### src/rtl/stdp_train_sched.sv
// stdp_train_sched: steps STDP training through every neuron/image pair for a number of epochs,
// cutting a neuron short once its weight sweep has completed STOP_COUNT times.
module stdp_train_sched #(
    parameter int IMAGE_NUM  = 9,
    parameter int TRAIN_NUM  = 6,
    parameter int ADDR_W     = 8,
    parameter int LAST_ADDR  = 143,
    parameter int STOP_COUNT = 2,
    parameter int PULSE_CYC  = 1000,
    parameter int SETTLE_CYC = 90000,
    parameter int EPOCHS     = 6
) (
    input  logic                        CLK,
    input  logic                        RST,
    input  logic                        START,
    input  logic                        ABORT,
    input  logic [TRAIN_NUM*ADDR_W-1:0] TX_ADDR,
    output logic [IMAGE_NUM:0]          IMAGE,
    output logic [TRAIN_NUM-1:0]        NEURON,
    output logic                        BTN,
    output logic                        EN_STDP,
    output logic                        EN_PULSE,
    output logic                        BUSY,
    output logic                        DONE,
    output logic                        EARLY,
    output logic [7:0]                  EPOCH
);
    localparam int IMW  = IMAGE_NUM + 1;
    localparam int IW   = TRAIN_NUM > 1 ? $clog2(TRAIN_NUM) : 1;
    localparam int CMAX = PULSE_CYC > SETTLE_CYC ? PULSE_CYC : SETTLE_CYC;
    localparam int CW   = $clog2(CMAX + 1);
    localparam int SW   = $clog2(STOP_COUNT + 1);

    typedef enum logic [2:0] {IDLE, PRESENT, SETTLE, NEXT, FIN} state_t;

    state_t               state, state_n;
    logic [IW-1:0]        idx, idx_n;
    logic [7:0]           epoch_n;
    logic [CW-1:0]        cyc, cyc_n;
    logic [SW-1:0]        sw_cnt, sw_cnt_n;
    logic [TRAIN_NUM-1:0] match, match_prev;
    logic                 active, sweep, stop, early_n, on_n;

    always_comb begin
        for (int i = 0; i < TRAIN_NUM; i++)
            match[i] = TX_ADDR[i*ADDR_W +: ADDR_W] == ADDR_W'(LAST_ADDR);
    end

    assign active = state == PRESENT || state == SETTLE;
    assign sweep  = match[idx] & ~match_prev[idx];
    assign stop   = sw_cnt == SW'(STOP_COUNT);
    assign on_n   = state_n == PRESENT || state_n == SETTLE;

    always_comb begin
        state_n  = state;
        idx_n    = idx;
        epoch_n  = EPOCH;
        cyc_n    = cyc;
        early_n  = 1'b0;
        sw_cnt_n = !active ? '0 : (sweep && !stop) ? sw_cnt + 1'b1 : sw_cnt;
        case (state)
            IDLE: if (START) begin
                state_n = PRESENT;
                idx_n   = '0;
                epoch_n = '0;
                cyc_n   = '0;
            end
            PRESENT: begin
                state_n = stop ? NEXT : cyc == CW'(PULSE_CYC - 1) ? SETTLE : PRESENT;
                early_n = stop;
                cyc_n   = state_n == PRESENT ? cyc + 1'b1 : '0;
            end
            SETTLE: begin
                state_n = stop || cyc == CW'(SETTLE_CYC - 1) ? NEXT : SETTLE;
                early_n = stop;
                cyc_n   = state_n == SETTLE ? cyc + 1'b1 : '0;
            end
            NEXT: begin
                cyc_n = '0;
                if (idx != IW'(TRAIN_NUM - 1)) begin
                    idx_n   = idx + 1'b1;
                    state_n = PRESENT;
                end else begin
                    idx_n   = '0;
                    state_n = EPOCH != 8'(EPOCHS - 1) ? PRESENT : FIN;
                    epoch_n = EPOCH != 8'(EPOCHS - 1) ? EPOCH + 1'b1 : EPOCH;
                end
            end
            FIN: state_n = IDLE;
            default: state_n = IDLE;
        endcase
        // abort overrides every transition and suppresses any pending pulse
        if (ABORT) begin
            state_n  = IDLE;
            idx_n    = '0;
            epoch_n  = '0;
            cyc_n    = '0;
            sw_cnt_n = '0;
            early_n  = 1'b0;
        end
    end

    always_ff @(posedge CLK or posedge RST) begin
        if (RST) begin
            state      <= IDLE;
            idx        <= '0;
            cyc        <= '0;
            sw_cnt     <= '0;
            match_prev <= '0;
            IMAGE      <= '0;
            NEURON     <= '0;
            BTN        <= 1'b0;
            EN_STDP    <= 1'b0;
            EN_PULSE   <= 1'b0;
            BUSY       <= 1'b0;
            DONE       <= 1'b0;
            EARLY      <= 1'b0;
            EPOCH      <= '0;
        end else begin
            state      <= state_n;
            idx        <= idx_n;
            cyc        <= cyc_n;
            sw_cnt     <= sw_cnt_n;
            match_prev <= match;
            // outputs are decoded from the next state so they line up with the state register
            IMAGE      <= on_n ? IMW'(1) << idx_n : '0;
            NEURON     <= on_n ? TRAIN_NUM'(1) << idx_n : '0;
            BTN        <= state_n == PRESENT;
            EN_STDP    <= on_n;
            EN_PULSE   <= on_n;
            BUSY       <= state_n != IDLE;
            DONE       <= state_n == FIN;
            EARLY      <= early_n;
            EPOCH      <= epoch_n;
        end
    end
endmodule

### config.mk
export PLATFORM = sky130hd
export DESIGN_NAME = stdp_train_sched
export DESIGN_NICKNAME = d
export VERILOG_FILES = /design/src/rtl/stdp_train_sched.sv
export SDC_FILE = /design/constraint.sdc
export NUM_CORES = 1
export LEC_CHECK = 0
export BUFFER_PORTS_ARGS = -buffer_cell sky130_fd_sc_hd__buf_4
export CORE_ASPECT_RATIO = 1.4
export CORE_UTILIZATION = 50
export DETAILED_ROUTE_END_ITERATION = 8
export PLACE_DENSITY = 0.78
export SYNTH_ARGS = -nofsm -noshare
export SYNTH_HDL_FRONTEND = slang
export SYNTH_SLANG_ARGS = --single-unit
### constraint.sdc
create_clock -name CLK -period 2.7 [get_ports CLK]
set_input_delay 0.405 -clock CLK [delete_from_list [all_inputs] [get_ports CLK]]
set_output_delay 0.405 -clock CLK [all_outputs]
set_load 0.01 [all_outputs]
# After elaboration in Yosys (flattened, before gate mapping)
# Index checks and enable logic that the tools add are counted.
# word_totals
regBits	60
input_bits	52
output_inout_bits	30
# classes
addsub	4
n_lt_le_gt_ge	1
n_eq_ne	23
shift	2
mux	33
bitwise_logic	2
n_reduce_logical	12
# ops
op	count
$mux 17	4
$pmux 17 s4	1
$eq 8x8->1 const B	6
$mux 8	4
$mux 3	7
$add 17x1->17 const B	1
$eq 17x10->1 const B	1
$eq 17x17->1 const B	1
$pmux 8 s2	1
$ne 3x3->1 const B	4
$pmux 3 s4	1
$mux 10	1
$mux 2	5
$shl 1x3->10 const A	1
$eq 3x2->1 const B	3
$add 8x1->8 const B	1
$ne 8x3->1 const B	1
$bmux 1 s3	2
$eq 3x1->1 const B	2
$mux 6	1
$pmux 3 s2	1
$reduce_bool 3->1	2
$shl 1x3->6 const A	1
$mux 1	5
other kinds (17)	20

# Logic depth before layout (Yosys ltp)
# Gate-level depths: netlist of run 1.
# depth
word_depth	8
ltp_mapped	8
mapped_depth_nobuf	8

# Worst setup path after synthesis of run 1
# OpenSTA, ideal clock, no wires.
# synth_path
path_type	register -> register
from	reg cyc[0]
to	reg IMAGE[6]
arrival_ns	2.109
setup_slack_ns	0.517
path_stages_with_launch	8
path_buffers	0
period_less_slack_ns	2.183
cell_sequence	dfrtp_1 -> ha_1 -> nor4b_2 -> nand3_1 -> o2111a_1 -> nor4_4 -> mux2_2 -> nor2_1
# synth_between
elab_chain_len	8
elab_cells_between_ends	12
cone_classes	4 x eq/ne; 6 x mux; 2 x reduce/logical
# synth_lines
element	line	source
start: declaration	39	logic [CW-1:0] cyc, cyc_n;
start signal: assignment	122	cyc <= cyc_n;
$eq 17x10->1 / $eq 17x17->1 (equally long branches)	69, 74	
$mux 2 / $logic_or 1x1->1 (equally long branches)	69, 74	
$mux 2 / $mux 1 (equally long branches)	69, 74	
$pmux 3 s4 (*)	61	case (state)
$mux 3 (*)	93	if (ABORT) begin
$eq 3x1->1 / $eq 3x2->1 (equally long branches)	52	assign on_n = state_n == PRESENT || state_n == SETTLE;
$logic_or 1x1->1 (*)	52	
$mux 10 (*)	126	IMAGE <= on_n ? IMW'(1) << idx_n : '0;
end signal: assignment	126	
end: declaration	18	output logic [IMAGE_NUM:0] IMAGE,
# Mark *: on every way between the ends. The rest lies on a longest branch, timed or not.
# A chain may end at the register's enable or synchronous reset.

# Worst setup path in the final report of run 1
# layout_path
from	reg cyc[0]
to	reg IMAGE[7]
# The elaborated chain is that of the path after synthesis.

==> results_dict.tcl, run 1 <==
set metrics [dict create \
    status "complete, no violations" \
    die_area_sq_um 5930 \
    layout-drive-gt1-share 0.286 \
    finalSetupViolCount 0 \
    cts_tree "yes" \
    clk_pin_slew_worst_paths_ns 0.10 \
    synthesis.area_sq_um 2810 \
    stdcell_count 440 \
    start_util 0.533 \
    synth_top_area_frac 0.463 \
    place_area_sq_um 3420 \
    n_antenna_cell 0 \
    avgSynthCellArea_sq_um 9.47 \
    io_pins 82 \
    ff2ff_path_depth 7 \
    hold_ws_ns 0.143 \
    fin_setup_tns_ns 0 \
    num-nets-final 429 \
    comb_power_share 0.124 \
    cts_setup_buffers 0 \
    port_buffers 79 \
    coreArea_sq_um 5280 \
    power-per-cell-area_nw_per_um2 403 \
    dp.cells 432 \
    antenna_found_initial 0 \
    r2r-end "IMAGE[7]$_DFF_PP0_" \
    worstMarginPinSlew_ns 0.577 \
    rsz0062_at_grt "false" \
    synth_cell_types 56 \
    dr.pass1.iters 4 \
    p_leak_nw 1.64 \
    dpl.hpwl_mm 5.29 \
    crit_fanout 5 \
    synth_edf_count 0 \
    grt_max_degree 30 \
    grtUsageTotal 0.236 \
    drcViolationCount 0 \
    ys_top_cells_by_area "dfrtp_1, nor2_1, xnor2_1" \
    ys_seq_elements 52 \
    drt_iter0_drc 126 \
    critPathCaptureType "register" \
    ys_top_cells_by_count "nor2_1, dfrtp_1, nand2_1" \
    routedWlPerCell_um 15.0 \
    cts.sinks 52 \
    die_h_um 90.7 \
    period_minus_slack_ns 2.42 \
    fill_cells 453 \
    place.gp.congestion 0.918 \
    htree_levels 2 \
    area_delta_synth_final_pct 24.7 \
    grt_overflow_total 0 \
    design_area_sq_um 3510 \
    ant_nets 0 \
    finalHoldViolations 0 \
    ys.flop_type "dfrtp_1" \
    relSlewSlack 0.615 \
    fmaxAchievable_mhz 414 \
    worstPathRequired_ns 2.94 \
    grt_pass1_wl_mm 10.9 \
    clock_latency_ns 0.31 \
    seq_area_sq_um 1300 \
    yosysSeqAreaShare 0.463 \
    switchingPower_mw 0.351 \
    yosysWarnings 0 \
    swShare 0.248 \
    rrSetupSlack_ns 0.28 \
    clockPowerShare 0.310 \
    cts_hold_buf 0 \
    multi_input_area_sq_um 1370 \
    synth_async_sr_flop_share 1.00 \
    drt-total-wl_mm 6.61 \
    p_int_mw 1.06 \
    vias 2467 \
    clk_path_buf_depth 2 \
    critPathMaxStageDelay_ns 0.42 \
    cts_root_buf "clkbuf_8" \
    numCtsBuffers 5 \
    post-route-period-util 0.895 \
    worst-endpoint-arrival_ns 2.66 \
    synthCells 297 \
    vias_per_cell 5.61 \
    post_cts_resized 0 \
    worstSetupStartpointType "register" \
    rr_startpoint "cyc[0]$_DFFE_PP0P_" \
    critPathKind "reg -> reg" \
    grt_pass1_vias 2380 \
    die_width_um 65.4 \
    slowest_stage "dfrtp_1" \
    slew_viol_final 0 \
    fin_worst_skew_ns 0.0112 \
    max-cap-violations 0 \
    yosysTopAreaCell "dfrtp_1" \
    yosys.cell_count.top_type "nor2_1" \
    power_frac_seq 0.566 \
    hold_class "in -> async" \
    peakVddDrop_mv 0.276 \
    cp_cell_sequence "ha_1, nor4b_2, nand3_1, o2111a_1, nor4_4, mux2_2, nor2_1" \
    core.rowCount 31 \
    critPathLaunch "cyc[0]$_DFFE_PP0P_" \
]
registers in the layout, summed over array words and instances, names as in the netlist:
register / count
EN_PULSE: 1
NEURON: 5
BUSY: 1
BTN: 1
EARLY: 1
idx: 3
match_prev: 6
state: 3
cyc: 17
IMAGE: 3
sw_cnt: 2
DONE: 1
EPOCH: 8
power by group through the flow:
| stage | combinational (mW) | sequential, mW | clock [mW] |
|---|---|---|---|
| floorplan | 0.0880 | 0.814 | 0 |
| global placement | 0.172 | 0.815 | 0 |
| detailed placement | 0.176 | 0.816 | 0 |
| CTS | 0.176 | 0.801 | 0.444 |
| global route | 0.192 | 0.803 | 0.481 |
| finish | 0.175 | 0.801 | 0.438 |
worst max-delay path by stage:
| stage | slack, ns | endpoint |
|---|---|---|
| 2_1_floorplan | 0.52 | IMAGE[6]$_DFF_PP0_ |
| 3_3_place_gp | 0.39 | NEURON[2]$_DFF_PP0_ |
| 3_5_place_dp | 0.32 | NEURON[2]$_DFF_PP0_ |
| 4_1_cts | 0.30 | NEURON[2]$_DFF_PP0_ |
| 5_1_grt | 0.05 | NEURON[2]$_DFF_PP0_ |
| 6_report | 0.28 | IMAGE[7]$_DFF_PP0_ |
critical path: cells and delay by family (launching register included):
kind | cells | cell delay (ns)
adder cells (fa/ha/maj) | 1 | 0.25
AND/OR/NAND/NOR | 4 | 0.94
multiplexers | 1 | 0.42
AO/OA/AOI/OAI | 1 | 0.30
flip-flops | 1 | 0.42
per-layer routing:
| layer | track usage | up-vias | part of all wire |
|---|---|---|---|
| met2 | 0.414 | 66 | 0.55 |
| met1 | 0.270 | 1184 | 0.38 |
| met4 | 0.101 | 0 | 0.030 |
| met5 | 0 | - | 0 |
| met3 | 0.0480 | 18 | 0.041 |
| li1 | - | 1199 | - |
kinds of logic (layout without fill, tap and decap cells):
family          after synthesis  in the layout  share of synthesized area
compound gates               45             45                      0.120
xor+xnor                     18             18                     0.0561
fa+ha+maj                     4              4                     0.0178
buf+inv                      27            103                     0.0521
flops                        52             52                      0.463
mux                           2              2                    0.00757
other cells                   1              2                    0.00133
simple gates                148            148                      0.283
cells in the final DEF, fill, tap and decap left out, types with 3 or more instances in the layout:
cell type  synthesis  layout
a21oi_1            3       3
nand2b_1           8       8
nor4_1             4       4
a21o_1             3       3
buf_4              9      83
xor2_1             9       9
inv_1             12      11
nand2_1           18      18
and3_1            10      10
ha_1               4       4
clkbuf_8           0       5
nand3_1            8       8
o21ai_0           15      15
nor2_1            55      55
or2_2              4       4
nor3_1            10      10
nand4_1           12      12
xnor2_1            9       9
dfrtp_1           52      52
final cells by class:
type	instances	share of cell area
Timing Repair Buffer	83	0.178
Tap cell	66	0.0235
Clock inverter	3	0.00535
Sequential cell	52	0.371
Multi-Input combinational cell	219	0.390
Clock buffer	5	0.0196
Inverter	12	0.0128
per-stage QoR:
step                      utilization  setup WS [ns]  total power, mW
after global routing            0.665         0.0501             1.48
after CTS                       0.665          0.297             1.42
after floorplan                     -          0.517            0.902
after global placement          0.648          0.388            0.988
final                           0.665          0.284             1.41
after detailed placement        0.648          0.320            0.992
Note: power is estimated with default switching activity, not from simulation.
==> run 2: changes to the inputs <==
Settings changed: ABC_AREA from default to 1, CORE_ASPECT_RATIO 1.4 to default, CTS_BUF_LIST from default to sky130_fd_sc_hd__clkbuf_8, PLACE_DENSITY 0.78 to 0.77.
==> results_dict.tcl, run 2 <==
set metrics [dict create \
    fin_setup_tns_ns 0 \
    finalHoldViolations 0 \
    dpl.hpwl_mm 5.17 \
    clock_latency_ns 0.31 \
    ant_nets 0 \
    drt-total-wl_mm 6.80 \
    port_buffers 79 \
    ys_top_cells_by_count "nand2_1, nor2_1, dfrtp_1, inv_1, a21oi_1" \
    crit_fanout 13 \
    critPathMaxStageDelay_ns 0.42 \
    layout-drive-gt1-share 0.237 \
    drcViolationCount 0 \
    swShare 0.248 \
    area_delta_synth_final_pct 22.3 \
    worst-endpoint-arrival_ns 2.13 \
    cp_cell_sequence "ha_1, nand2_1, inv_2, nand2_1, nor2_1, nand2_1, nand2_2, o22ai_2, nand2_1, o21ai_0" \
    core.rowCount 28 \
    cts_root_buf "clkbuf_8" \
    switchingPower_mw 0.342 \
    rsz0062_at_grt "false" \
    clk_path_buf_depth 2 \
    reg_top3 "cyc: 17 flops, EPOCH: 8 flops, match_prev: 6 flops" \
    cts_tree "yes" \
    drt_iter0_drc 160 \
    total_power_mw 1.38 \
    n_antenna_cell 0 \
    synthCells 432 \
    yosysWarnings 0 \
    io_pins 82 \
    peakVddDrop_mv 0.232 \
    ys_top_cells_by_area "dfrtp_1, nand2_1, nor2_1" \
    synth_top_area_frac 0.419 \
    stdcell_count 581 \
    hold_class "in -> async" \
    power_frac_seq 0.573 \
    grtUsageTotal 0.223 \
    max-cap-violations 0 \
    cpLargestDelayFamily "simple AND/OR/NAND/NOR gates" \
    vias 2928 \
    cp_common_cell "nand2_1" \
    period_minus_slack_ns 1.91 \
    cts_hold_buf 0 \
    p_leak_nw 2.02 \
    cts_setup_buffers 0 \
    ys.flop_type "dfrtp_1" \
    htree_levels 2 \
    comb_power_share 0.119 \
    avgSynthCellArea_sq_um 7.19 \
    grt_overflow_total 0 \
    antenna_found_initial 0 \
    vias_per_cell 5.04 \
    worstPathBufferInverterCount 1 \
    synth_cell_types 38 \
    fill_cells 527 \
    die_area_sq_um 6530 \
    slowest_stage "dfrtp_1" \
    ys_seq_elements 52 \
    grt_pass1_wl_mm 11.4 \
    routedWlPerCell_um 11.7 \
    yosys.cell_count.top_type "nand2_1" \
    die_h_um 80.8 \
    die_width_um 80.8 \
    synth_edf_count 0 \
    place.gp.congestion 0.901 \
    slew_viol_final 0 \
    worstPathRequired_ns 2.92 \
    fin_worst_skew_ns 0.0101 \
    post_cts_resized 0 \
    cts.sinks 52 \
    fin_util 0.638 \
    dp_slack_ns 0.783 \
    coreArea_sq_um 5960 \
    critPathCaptureType "register" \
    largest_reg_flops 17 \
    dr.pass1.iters 4 \
    fmaxAchievable_mhz 524 \
    finalSetupViolCount 0 \
    grt_max_degree 53 \
    status "complete, no violations" \
    worstSetupStartpointType "register" \
    yosysTopAreaCell "dfrtp_1" \
    largest-register "cyc" \
    synthesis.area_sq_um 3110 \
    mostFrequentLayoutCell "nand2_1" \
    start_util 0.522 \
    grt_pass1_vias 2765 \
    clk_pin_slew_worst_paths_ns 0.09 \
    yosysSeqAreaShare 0.419 \
    num-nets-final 562 \
    finalWorstSetupSlack_ns 0.790 \
    numCtsBuffers 5 \
    power-per-cell-area_nw_per_um2 363 \
    critPathKind "reg -> reg" \
    p_int_mw 1.04 \
    dp.cells 574 \
    synth_async_sr_flop_share 1.00 \
    post-route-period-util 0.707 \
    clockPowerShare 0.308 \
    final_cell_mix "nand2_1, buf_4, nor2_1" \
]
==> run 2: cell count changes in the layout (fill, tap and decap cells not counted), sizes merged, moves of 5 or more <==
cell	change
nor2	+11
xnor2	-5
xor2	-6
and3	-8
nand2	+103
inv	+52
nand3	+21
a21oi	+26
nor4	-5
nand2b	-8
nand4	-5
==> run 2: routing by layer <==
layer | GRT usage | routed length (um) | vias to the layer above
met3 | 0.0393 | 282 | 7
met1 | 0.258 | 2880 | 1365
li1 | - | - | 1492
met2 | 0.412 | 3560 | 64
met4 | 0.0750 | 77 | 0
met5 | 0 | 0 | -
==> run 2: logic make-up (layout without fill, tap and decap cells) <==
| logic type | after synthesis | in the layout | synth area share |
|---|---|---|---|
| AND/OR/NAND/NOR | 237 | 237 | 0.341 |
| XOR/XNOR | 7 | 7 | 0.0197 |
| adder cells (fa/ha/maj) | 4 | 4 | 0.0161 |
| AO/OA/AOI/OAI | 54 | 54 | 0.0967 |
| flip-flops | 52 | 52 | 0.419 |
| buffers and inverters | 77 | 150 | 0.107 |
| other | 1 | 2 | 0.00121 |
==> run 2: stage by stage <==
stage	area [sq um]	hold WS (ns)
2_1_floorplan	3110	0.475
3_3_place_gp	3720	0.478
3_5_place_dp	3720	0.479
4_1_cts	3800	0.143
5_1_grt	3800	0.158
6_report	3800	0.122
==> run 2: final cells by class <==
| class | instances | area (sq um) | area share |
|---|---|---|---|
| clock buffer | 5 | 68.8 | 0.0181 |
| clock inverter | 2 | 8.76 | 0.00230 |
| inverter | 63 | 236 | 0.0622 |
| multi-input combinational | 304 | 1480 | 0.389 |
| sequential | 52 | 1300 | 0.342 |
| tap | 75 | 93.8 | 0.0247 |
| timing repair buffer | 80 | 613 | 0.161 |
==> run 2: final timing paths <==
kind	slack, ns	endpoint	cells after the start	start
hold reg to reg	0.53	cyc[1]$_DFFE_PP0P_	2	cyc[1]$_DFFE_PP0P_
setup / recovery	0.79	cyc[0]$_DFFE_PP0P_	10	cyc[0]$_DFFE_PP0P_
setup reg to reg	0.79	cyc[0]$_DFFE_PP0P_	10	cyc[0]$_DFFE_PP0P_
max in group asynchronous	2.33	match_prev[0]$_DFF_PP0_	3	RST
min in group CLK	0.26	match_prev[5]$_DFF_PP0_	2	TX_ADDR[45]
hold / removal	0.12	cyc[13]$_DFFE_PP0P_	3	RST
==> run 2: power by group through the flow <==
stage,logic [mW],clock network [mW],registers (mW)
after floorplan,0.0800,0,0.808
after global placement,0.162,0,0.806
after detailed placement,0.166,0,0.806
after CTS,0.166,0.428,0.791
after global routing,0.184,0.455,0.792
final,0.164,0.424,0.791
==> run 2: tightest hold or removal path: stages <==
cell and delay, ns:
buf_4 0.11, inv_2 0.06, buf_12 0.25
==> run 3: changes to the inputs <==
Settings changed: CORE_UTILIZATION 50 to 49, PLACE_DENSITY 0.77 to 0.79.
Clock period 2.7 ns to 1.74 ns, I/O delays scaled along.
==> results_dict.tcl, run 3 (synthesis results as in run 2) <==
set metrics [dict create \
    status "complete, but fails checks" \
    violations "negative hold slack, negative setup slack" \
    clock_latency_ns 0.31 \
    peakVddDrop_mv 0.520 \
    dpl.hpwl_mm 5.63 \
    clk_path_buf_depth 2 \
    post-route-period-util 1.02 \
    clk_pin_slew_worst_paths_ns 0.09 \
    power-per-cell-area_nw_per_um2 538 \
    fin_setup_tns_ns -0.254 \
    grt_pass1_vias 3028 \
    hold_ws_ns -0.00783 \
    fmaxAchievable_mhz 562 \
    cp_cell_sequence "ha_2, nand2_2, inv_2, nand2_2, nor2_4, nand2_1, nand2_2, o22ai_2, nand2_2, buf_4, a21oi_1" \
    finalWorstSetupSlack_ns -0.0388 \
    slowest_stage "dfrtp_1" \
    grt_overflow_total 0 \
    fin_worst_skew_ns 0.00732 \
    critPathMaxStageDelay_ns 0.41 \
    drt-total-wl_mm 8.07 \
    dr.pass1.iters 4 \
    finalHoldViolations 11 \
    hold_class "in -> async" \
    place.gp.congestion 0.863 \
    cts_tree "yes" \
    largest_reg_flops 17 \
    mostFrequentLayoutCell "nand2_1" \
    worstPathRequired_ns 1.98 \
    num-nets-final 582 \
    area_delta_synth_final_pct 32.0 \
    htree_levels 2 \
    die_area_sq_um 6660 \
    die_h_um 81.6 \
    cts.sinks 52 \
    worstSetupStartpointType "register" \
    slew_viol_final 0 \
    numCtsBuffers 5 \
    vias_per_cell 5.23 \
    die_width_um 81.6 \
    cts_hold_buf 0 \
    final_cell_mix "nand2_1, buf_4, nor2_1" \
    finalSetupViolCount 13 \
    grt_pass1_wl_mm 12.4 \
    ant_nets 0 \
    start_util 0.516 \
    critPathCaptureType "register" \
    critPathKind "reg -> reg" \
    reg_top3 "cyc: 17 flops, EPOCH: 8 flops, match_prev: 6 flops" \
    rsz0062_at_grt "true" \
    n_antenna_cell 0 \
    io_pins 82 \
    cts_root_buf "clkbuf_8" \
    period_minus_slack_ns 1.78 \
    grtUsageTotal 0.241 \
    antenna_found_initial 0 \
    vias 3144 \
    crit_fanout 4 \
    drcViolationCount 0 \
    layout-drive-gt1-share 0.321 \
    p_leak_nw 2.14 \
    drt_iter0_drc 231 \
    worst-endpoint-arrival_ns 2.02 \
    port_buffers 79 \
    coreArea_sq_um 6030 \
    cp_common_cell "nand2_2" \
    dp_slack_ns 0.0159 \
    largest-register "cyc" \
    max-cap-violations 0 \
    grt_max_degree 53 \
    routedWlPerCell_um 13.4 \
    core.rowCount 28 \
]
run 3: where the power goes:
| group | switching [mW] | internal [mW] | leakage (nW) | total (mW) |
|---|---|---|---|---|
| Clock | 0.395 | 0.269 | 0.0452 | 0.664 |
| Combinational | 0.165 | 0.150 | 1.38 | 0.315 |
| Sequential | 0.00755 | 1.22 | 0.715 | 1.23 |
run 3: area by class of cell:
type,instances,area (sq um)
Multi-Input combinational cell,306,1630
Fill cell,491,1930
Timing Repair Buffer,98,752
Clock inverter,2,8.76
Inverter,63,239
Sequential cell,52,1310
Clock buffer,5,68.8
Tap cell,75,93.8
run 3: metal layers:
metal / wire length (um) / up-vias / global-route usage
met1: 3200 / 1510 / 0.256
li1: - / 1538 / -
met3: 342 / 18 / 0.0611
met4: 152 / 0 / 0.0930
met2: 4370 / 78 / 0.454
met5: 0 / - / 0
run 3: timing repair:
action | in CTS | in global routing
pin swaps | 0 | 10
cloned | 0 | 2
setup endpoints to repair | 1 | 27
gates resized for setup | 1 | 40
buffers inserted | 0 | 9
run 3: worst paths after layout:
path | startpoint | to | slack (ns) | cells past startpoint
worst max-delay path | cyc[1]$_DFFE_PP0P_ | cyc[14]$_DFFE_PP0P_ | -0.04 | 11
worst min-delay path | RST | cyc[5]$_DFFE_PP0P_ | -0.008 | 3
worst max register to register | cyc[1]$_DFFE_PP0P_ | cyc[14]$_DFFE_PP0P_ | -0.04 | 11
worst min register to register | sw_cnt[0]$_DFFE_PP0P_ | sw_cnt[0]$_DFFE_PP0P_ | 0.57 | 3
max in group asynchronous | RST | idx[1]$_DFF_PP0_ | 1.49 | 3
min in group CLK | TX_ADDR[45] | match_prev[5]$_DFF_PP0_ | 0.11 | 2
run 3: metrics by stage:
step	std cells	power, mW	cell area [sq um]	util
after floorplan	433	1.38	3110	-
after global placement	583	1.51	3790	0.629
after detailed placement	583	1.52	3790	0.629
after CTS	590	2.18	3870	0.643
after global routing	601	2.31	4100	0.680
final	601	2.21	4100	0.680
run 3: critical path: cells and delay by family, from the launching register on:
kind / cells / cell delay [ns]
simple gates: 6 / 0.50
flops: 1 / 0.41
compound gates: 2 / 0.37
buf+inv: 2 / 0.23
fa+ha+maj: 1 / 0.20
